## config.mk

```make
export PLATFORM = sky130hd
export DESIGN_NAME = cmac_csb_reg_initiator_flat
export DESIGN_NICKNAME = d
export VERILOG_FILES = /design/src/rtl/cmac_csb_reg_initiator_if.sv /design/src/rtl/cmac_csb_reg_initiator.sv /design/src/flat_wrapper.sv
export SDC_FILE = /design/constraint.sdc
export NUM_CORES = 1
export LEC_CHECK = 0
export CAP_MARGIN = 20
export CORE_MARGIN = 4
export CORE_UTILIZATION = 36
export CTS_CLUSTER_SIZE = 40
export DETAILED_ROUTE_END_ITERATION = 10
export GPL_TIMING_DRIVEN = 0
export PLACE_DENSITY = 0.83
export SLEW_MARGIN = 20
export SYNTH_ARGS = -nofsm -noshare
export SYNTH_HDL_FRONTEND = slang
export SYNTH_SLANG_ARGS = --single-unit
```

## constraint.sdc

```tcl
create_clock -name nvdla_core_clk -period 1.47 [get_ports nvdla_core_clk]
set_input_delay 0.294 -clock nvdla_core_clk [delete_from_list [all_inputs] [get_ports nvdla_core_clk]]
set_output_delay 0.294 -clock nvdla_core_clk [all_outputs]
set_load 0.05 [all_outputs]
```

## src/rtl/cmac_csb_reg_initiator_if.sv

```systemverilog
// CSB request/response channel between the fabric and the CMAC register initiator.
interface cmac_csb_reg_initiator_if;
  logic        req_pvld;
  logic        req_prdy;
  logic [62:0] req_pd;
  logic        resp_valid;
  logic [33:0] resp_pd;

  // Fabric side drives requests and consumes responses.
  modport master (
    output req_pvld, req_pd,
    input  req_prdy, resp_valid, resp_pd
  );

  // Initiator side accepts requests and produces responses.
  modport slave (
    input  req_pvld, req_pd,
    output req_prdy, resp_valid, resp_pd
  );
endinterface

```

## src/rtl/cmac_csb_reg_initiator.sv

```systemverilog
// CSB-to-register-file initiator: window check, one-cycle register access,
// CSB response generation and a saturating error counter.
module cmac_csb_reg_initiator #(
  parameter logic [11:0] BASE_HI = 12'h007
) (
  input  logic                           nvdla_core_clk,
  input  logic                           nvdla_core_rstn,
  cmac_csb_reg_initiator_if.slave        csb,
  output logic [11:0]                    reg_offset,
  output logic [31:0]                    reg_wr_data,
  output logic                           reg_wr_en,
  input  logic [31:0]                    reg_rd_data,
  output logic [7:0]                     err_cnt
);

  typedef enum logic [1:0] {IDLE, ACCESS, RESP} state_t;

  state_t      state_q, state_d;
  logic [11:0] offset_q;
  logic [31:0] wdat_q;
  logic        write_q;
  logic        nposted_q;
  logic        err_q;
  logic [33:0] resp_pd_q;
  logic [7:0]  err_cnt_q;

  // Request field decode
  logic [21:0] req_addr;
  logic [31:0] req_wdat;
  logic        req_write;
  logic        req_nposted;
  logic [3:0]  req_wrbe;
  logic        req_hit;
  logic        req_bad_be;
  logic        req_err;
  logic        accept;

  assign req_addr    = csb.req_pd[21:0];
  assign req_wdat    = csb.req_pd[53:22];
  assign req_write   = csb.req_pd[54];
  assign req_nposted = csb.req_pd[55];
  assign req_wrbe    = csb.req_pd[60:57];

  // srcpriv and level carry no meaning for this responder.
  logic unused_fields;
  assign unused_fields = ^{csb.req_pd[62:61], csb.req_pd[56]};

  assign req_hit    = (req_addr[21:10] == BASE_HI);
  assign req_bad_be = req_write & (req_wrbe != 4'hF);
  assign req_err    = ~req_hit | req_bad_be;
  assign accept     = (state_q == IDLE) & csb.req_pvld;

  // State register
  always_ff @(posedge nvdla_core_clk or negedge nvdla_core_rstn) begin
    if (!nvdla_core_rstn) state_q <= IDLE;
    else                  state_q <= state_d;
  end

  // Next-state: a single ACCESS cycle, then RESP unless the write is posted
  always_comb begin
    state_d = state_q;
    case (state_q)
      IDLE:    if (csb.req_pvld) state_d = ACCESS;
      ACCESS:  state_d = (!write_q || nposted_q) ? RESP : IDLE;
      RESP:    state_d = IDLE;
      default: state_d = IDLE;
    endcase
  end

  // Capture the decoded request on acceptance; offset/data then hold until the next one
  always_ff @(posedge nvdla_core_clk or negedge nvdla_core_rstn) begin
    if (!nvdla_core_rstn) begin
      offset_q  <= 12'h000;
      wdat_q    <= 32'h0;
      write_q   <= 1'b0;
      nposted_q <= 1'b0;
      err_q     <= 1'b0;
    end else if (accept) begin
      offset_q  <= {req_addr[9:0], 2'b00};
      wdat_q    <= req_wdat;
      write_q   <= req_write;
      nposted_q <= req_nposted;
      err_q     <= req_err;
    end
  end

  // Build the response at the end of ACCESS; read data only on a clean read
  always_ff @(posedge nvdla_core_clk or negedge nvdla_core_rstn) begin
    if (!nvdla_core_rstn) begin
      resp_pd_q <= 34'h0;
    end else if (state_q == ACCESS && state_d == RESP) begin
      resp_pd_q <= {write_q, err_q, (!write_q && !err_q) ? reg_rd_data : 32'h0};
    end
  end

  // Count every erroneous access once, in its ACCESS cycle, saturating at 0xFF
  always_ff @(posedge nvdla_core_clk or negedge nvdla_core_rstn) begin
    if (!nvdla_core_rstn) begin
      err_cnt_q <= 8'h00;
    end else if (state_q == ACCESS && err_q && err_cnt_q != 8'hFF) begin
      err_cnt_q <= err_cnt_q + 8'h01;
    end
  end

  assign csb.req_prdy   = (state_q == IDLE);
  assign csb.resp_valid = (state_q == RESP);
  assign csb.resp_pd    = resp_pd_q;
  assign reg_offset     = offset_q;
  assign reg_wr_data    = wdat_q;
  assign reg_wr_en      = (state_q == ACCESS) & write_q & ~err_q;
  assign err_cnt        = err_cnt_q;

endmodule

```

## src/flat_wrapper.sv

```systemverilog
// flat-port wrapper written by rule: the top's interface ports become plain ports
module cmac_csb_reg_initiator_flat 
#(
  parameter logic [11:0] BASE_HI = 12'h007
)
  (nvdla_core_clk, nvdla_core_rstn, reg_offset, reg_wr_data, reg_wr_en, reg_rd_data, err_cnt, csb_req_pvld, csb_req_pd, csb_req_prdy, csb_resp_valid, csb_resp_pd);
  cmac_csb_reg_initiator_if csb_i ();
  input  logic nvdla_core_clk;
  input  logic nvdla_core_rstn;
  output logic [11:0] reg_offset;
  output logic [31:0] reg_wr_data;
  output logic reg_wr_en;
  input  logic [31:0] reg_rd_data;
  output logic [7:0] err_cnt;
  input wire logic [$bits(csb_i.req_pvld)-1:0] csb_req_pvld;
  input wire logic [$bits(csb_i.req_pd)-1:0] csb_req_pd;
  output wire logic [$bits(csb_i.req_prdy)-1:0] csb_req_prdy;
  output wire logic [$bits(csb_i.resp_valid)-1:0] csb_resp_valid;
  output wire logic [$bits(csb_i.resp_pd)-1:0] csb_resp_pd;
  assign csb_i.req_pvld = csb_req_pvld;
  assign csb_i.req_pd = csb_req_pd;
  assign csb_req_prdy = csb_i.req_prdy;
  assign csb_resp_valid = csb_i.resp_valid;
  assign csb_resp_pd = csb_i.resp_pd;
  cmac_csb_reg_initiator #(.BASE_HI(BASE_HI)) u_core (.nvdla_core_clk(nvdla_core_clk), .nvdla_core_rstn(nvdla_core_rstn), .csb(csb_i), .reg_offset(reg_offset), .reg_wr_data(reg_wr_data), .reg_wr_en(reg_wr_en), .reg_rd_data(reg_rd_data), .err_cnt(err_cnt));
endmodule
```

==> summary.txt, run 1 <==
outcome: complete, but fails checks
violated checks: negative setup slack
worst hold path type: reg2reg
clk sinks: 89
Unique masters post-synth: 33
die area: 11,660 µm²
core region area: 9774 µm²
worst-case vdd ir drop: 0.0007749 V
most frequent cells in the layout: 93 x sky130_fd_sc_hd__clkdlybuf4s50_1, 81 x sky130_fd_sc_hd__dfrtp_1, 76 x sky130_fd_sc_hd__clkdlybuf4s15_2
Final Critical Period: 1.611 ns
effective utilization at floorplan: 36.80%
Final Cycle Share: 109.6%
wire length reported by the detailed router: 10.91 mm
Critical Setup Path Class: reg2out
# nets final: 606
pin slew with the least headroom to its limit: 0.5618 ns
Area Overhead vs Synth: 76.10%
Inserted Diodes: 0
cts bufs inserted: 9
Routed wire per std cell: 16.91 µm
power density of the placed cells: 1754 nW/µm²
number of warnings printed during yosys synthesis: 0
Via density: 4.684
max-capacitance violation count: 0
share of post-route cells with drive strength above 1: 39.45%
Worst Hold Slack: 0.4713 ns
via total after detailed routing: 3,021
Hold Path Depth: 2
global-route wire length before repair: 16.75 mm
data required time at the worst endpoint: 1.18 ns
synthesized instance count: 295
total of endpoints with negative setup slack in the final report: 44
half-perimeter wire length after detailed placement: 7.466 mm
Longest Clk Path Bufs: 2
number of optimization iterations in the first detailed-route pass: 5
routability-driven placement congestion ratio: 0.7836
number of slew-limit violations in the final report: 0
residual DRC count: 0
clock input transition at the sequential cells of the worst setup and hold paths: 0.09 ns
clk_skew: 0.01119 ns
reg2reg path depth: 7
mean instance size in the synthesized netlist: 12.19 µm²
combined global-route utilization of all metal layers: 18.50%
Filler Cells Inserted: 757
Hold Fails Final Rpt: 0
cell count after placement: 611
count of port buffers added during placement: 181
Static Leak: 2.913 nW
Post-synth EDFFs: 0
Max Fclk: 620.7 MHz
mapped cell area: 3597 µm²
number of antenna violations at the first check in global routing: 0
worst setup margin: -0.1411 ns
data arrival time of the critical path: 1.32 ns
largest net degree at the start of global routing: 50
element type at the critical path start: flop
fraction of the yosys area taken by sequential cells: 61.91%
maximum fanout count along the critical path: 2
standard-cell row count: 36
antenna-violating nets left: 0
global route total overflow: 0
Chip Width: 108.0 µm
starting DRC count in detailed routing: 83
total power: 0.01111 W
register bit count reported by yosys: 89
RSZ-0062 raised after global routing: true
Cell Count, Final, Fillers Out: 645
number of global-route vias before repair: 3,185
clock root buffer: sky130_fd_sc_hd__clkbuf_8
TritonCTS clock tree: built
worst max-slew margin expressed relative to the limit: 62.54%
H-tree depth: 3
Setup WS pre-CTS: -0.5455 ns
Skew-Pair Late Insertion Delay: 0.35 ns
Setup crit end kind: output port
DIE HEIGHT: 108.0 µm
share of the core filled with cells in the final layout: 64.81%
leading register cell type out of synthesis: sky130_fd_sc_hd__dfrtp_1
commonest non-fill, non-tap cell in the layout: sky130_fd_sc_hd__clkdlybuf4s50_1
total I/O pin count: 187
share of synthesized registers carrying an async set or reset: 100.0%
[power by group]
group	switching [W]	internal, W	total, W
registers	0.000491	0.00311	0.00360
clock network	0.000830	0.000788	0.00162
logic	0.00347	0.00242	0.00589
[registers in the layout, summed over array words and instances (netlist names)]
name / flops
u_core.write_q: 1
u_core.reg_wr_data: 32
u_core.csb.resp_pd: 34
u_core.err_q: 1
u_core.err_cnt: 8
u_core.nposted_q: 1
u_core.reg_offset: 10
u_core.state_q: 2
[synthesized netlist by cell type, types with 2 or more instances]
master / instances / area share, %
sky130_fd_sc_hd__xnor2_1: 3 / 0.73
sky130_fd_sc_hd__buf_4: 4 / 0.83
sky130_fd_sc_hd__dfrtp_1: 89 / 62
sky130_fd_sc_hd__buf_2: 4 / 0.56
sky130_fd_sc_hd__mux2_1: 31 / 9.7
sky130_fd_sc_hd__nor2_1: 4 / 0.42
sky130_fd_sc_hd__clkbuf_1: 5 / 0.52
sky130_fd_sc_hd__nand2_1: 74 / 7.7
sky130_fd_sc_hd__nand3_1: 35 / 4.9
sky130_fd_sc_hd__inv_2: 2 / 0.21
sky130_fd_sc_hd__a21oi_1: 4 / 0.56
sky130_fd_sc_hd__nand4_1: 4 / 0.70
sky130_fd_sc_hd__buf_6: 2 / 0.63
sky130_fd_sc_hd__mux2_4: 15 / 6.3
[path summary, 6_finish.rpt]
path	from	endpoint	slack [ns]
max	u_core.state_q[1]	reg_wr_en	-0.14
min	u_core.csb.resp_pd[10]	u_core.csb.resp_pd[10]	0.47
max reg2reg	u_core.state_q[0]	u_core.reg_wr_data[27]	-0.12
min reg2reg	u_core.csb.resp_pd[10]	u_core.csb.resp_pd[10]	0.47
max in group asynchronous	nvdla_core_rstn	u_core.csb.resp_pd[10]	0.34
min in group asynchronous	nvdla_core_rstn	u_core.reg_wr_data[3]	0.49
[metal layers]
layer  up-vias  track usage, %  share of wire, %
met4         0           6.492               1.2
met3        14           5.791               8.1
met2       129           32.55                50
li1       1417               -                 -
met1      1461           21.25                41
met5         -               0                 0
[cell type report]
| cell class | count | area (µm²) | area share (%) |
|---|---|---|---|
| sequential | 89 | 2237 | 35.32 |
| timing repair buffer | 202 | 2153 | 33.99 |
| multi-input combinational | 189 | 1443 | 22.77 |
| tap | 133 | 166.4 | 2.627 |
| buffer | 14 | 146.4 | 2.311 |
| clock buffer | 13 | 138.9 | 2.192 |
| clock inverter | 3 | 42.54 | 0.6715 |
| inverter | 2 | 7.507 | 0.1185 |
[cell families after synthesis]
| logic type | after synthesis | share of synthesized area [%] |
|---|---|---|
| AND/OR/NAND/NOR | 127 | 15.97 |
| other | 1 | 0.1042 |
| multiplexers | 46 | 15.97 |
| adder cells (fa/ha/maj) | 1 | 0.3478 |
| buffers and inverters | 18 | 3.165 |
| flip-flops | 89 | 61.91 |
| AO/OA/AOI/OAI | 9 | 1.565 |
| XOR/XNOR | 4 | 0.9741 |
[worst max-delay path, stage by stage (launching register included)]
cell,delay [ns]
sky130_fd_sc_hd__dfrtp_1,0.38
sky130_fd_sc_hd__and2b_2,0.22
sky130_fd_sc_hd__nor3b_4,0.18
sky130_fd_sc_hd__buf_6,0.18
[timing repair]
| action | in CTS | in global routing |
|---|---|---|
| cloned | 1 | 2 |
| gates resized for setup | 324 | 41 |
| pin swaps | 2 | 0 |
| hold buffers | 1 | 0 |
| setup endpoints to repair | 132 | 82 |
| buffers inserted | 12 | 5 |
| hold endpoints to repair | 40 | 0 |
[through the flow]
stage | cell area [µm²] | TNS, ns
5_1_grt | 6335 | -4.093
3_3_place_gp | 5642 | -282.75
4_1_cts | 6211 | -1.757
6_report | 6335 | -1.885
3_5_place_dp | 5667 | -8.049
2_1_floorplan | 3664 | -3.725
(Power assumes the default switching activity.)
==> run 2, diff against run 1 <==
- GPL_ROUTABILITY_DRIVEN: not set -> 0
==> results of run 2 <==
No change in the layout: final DEF, timing and power equal those of run 1.
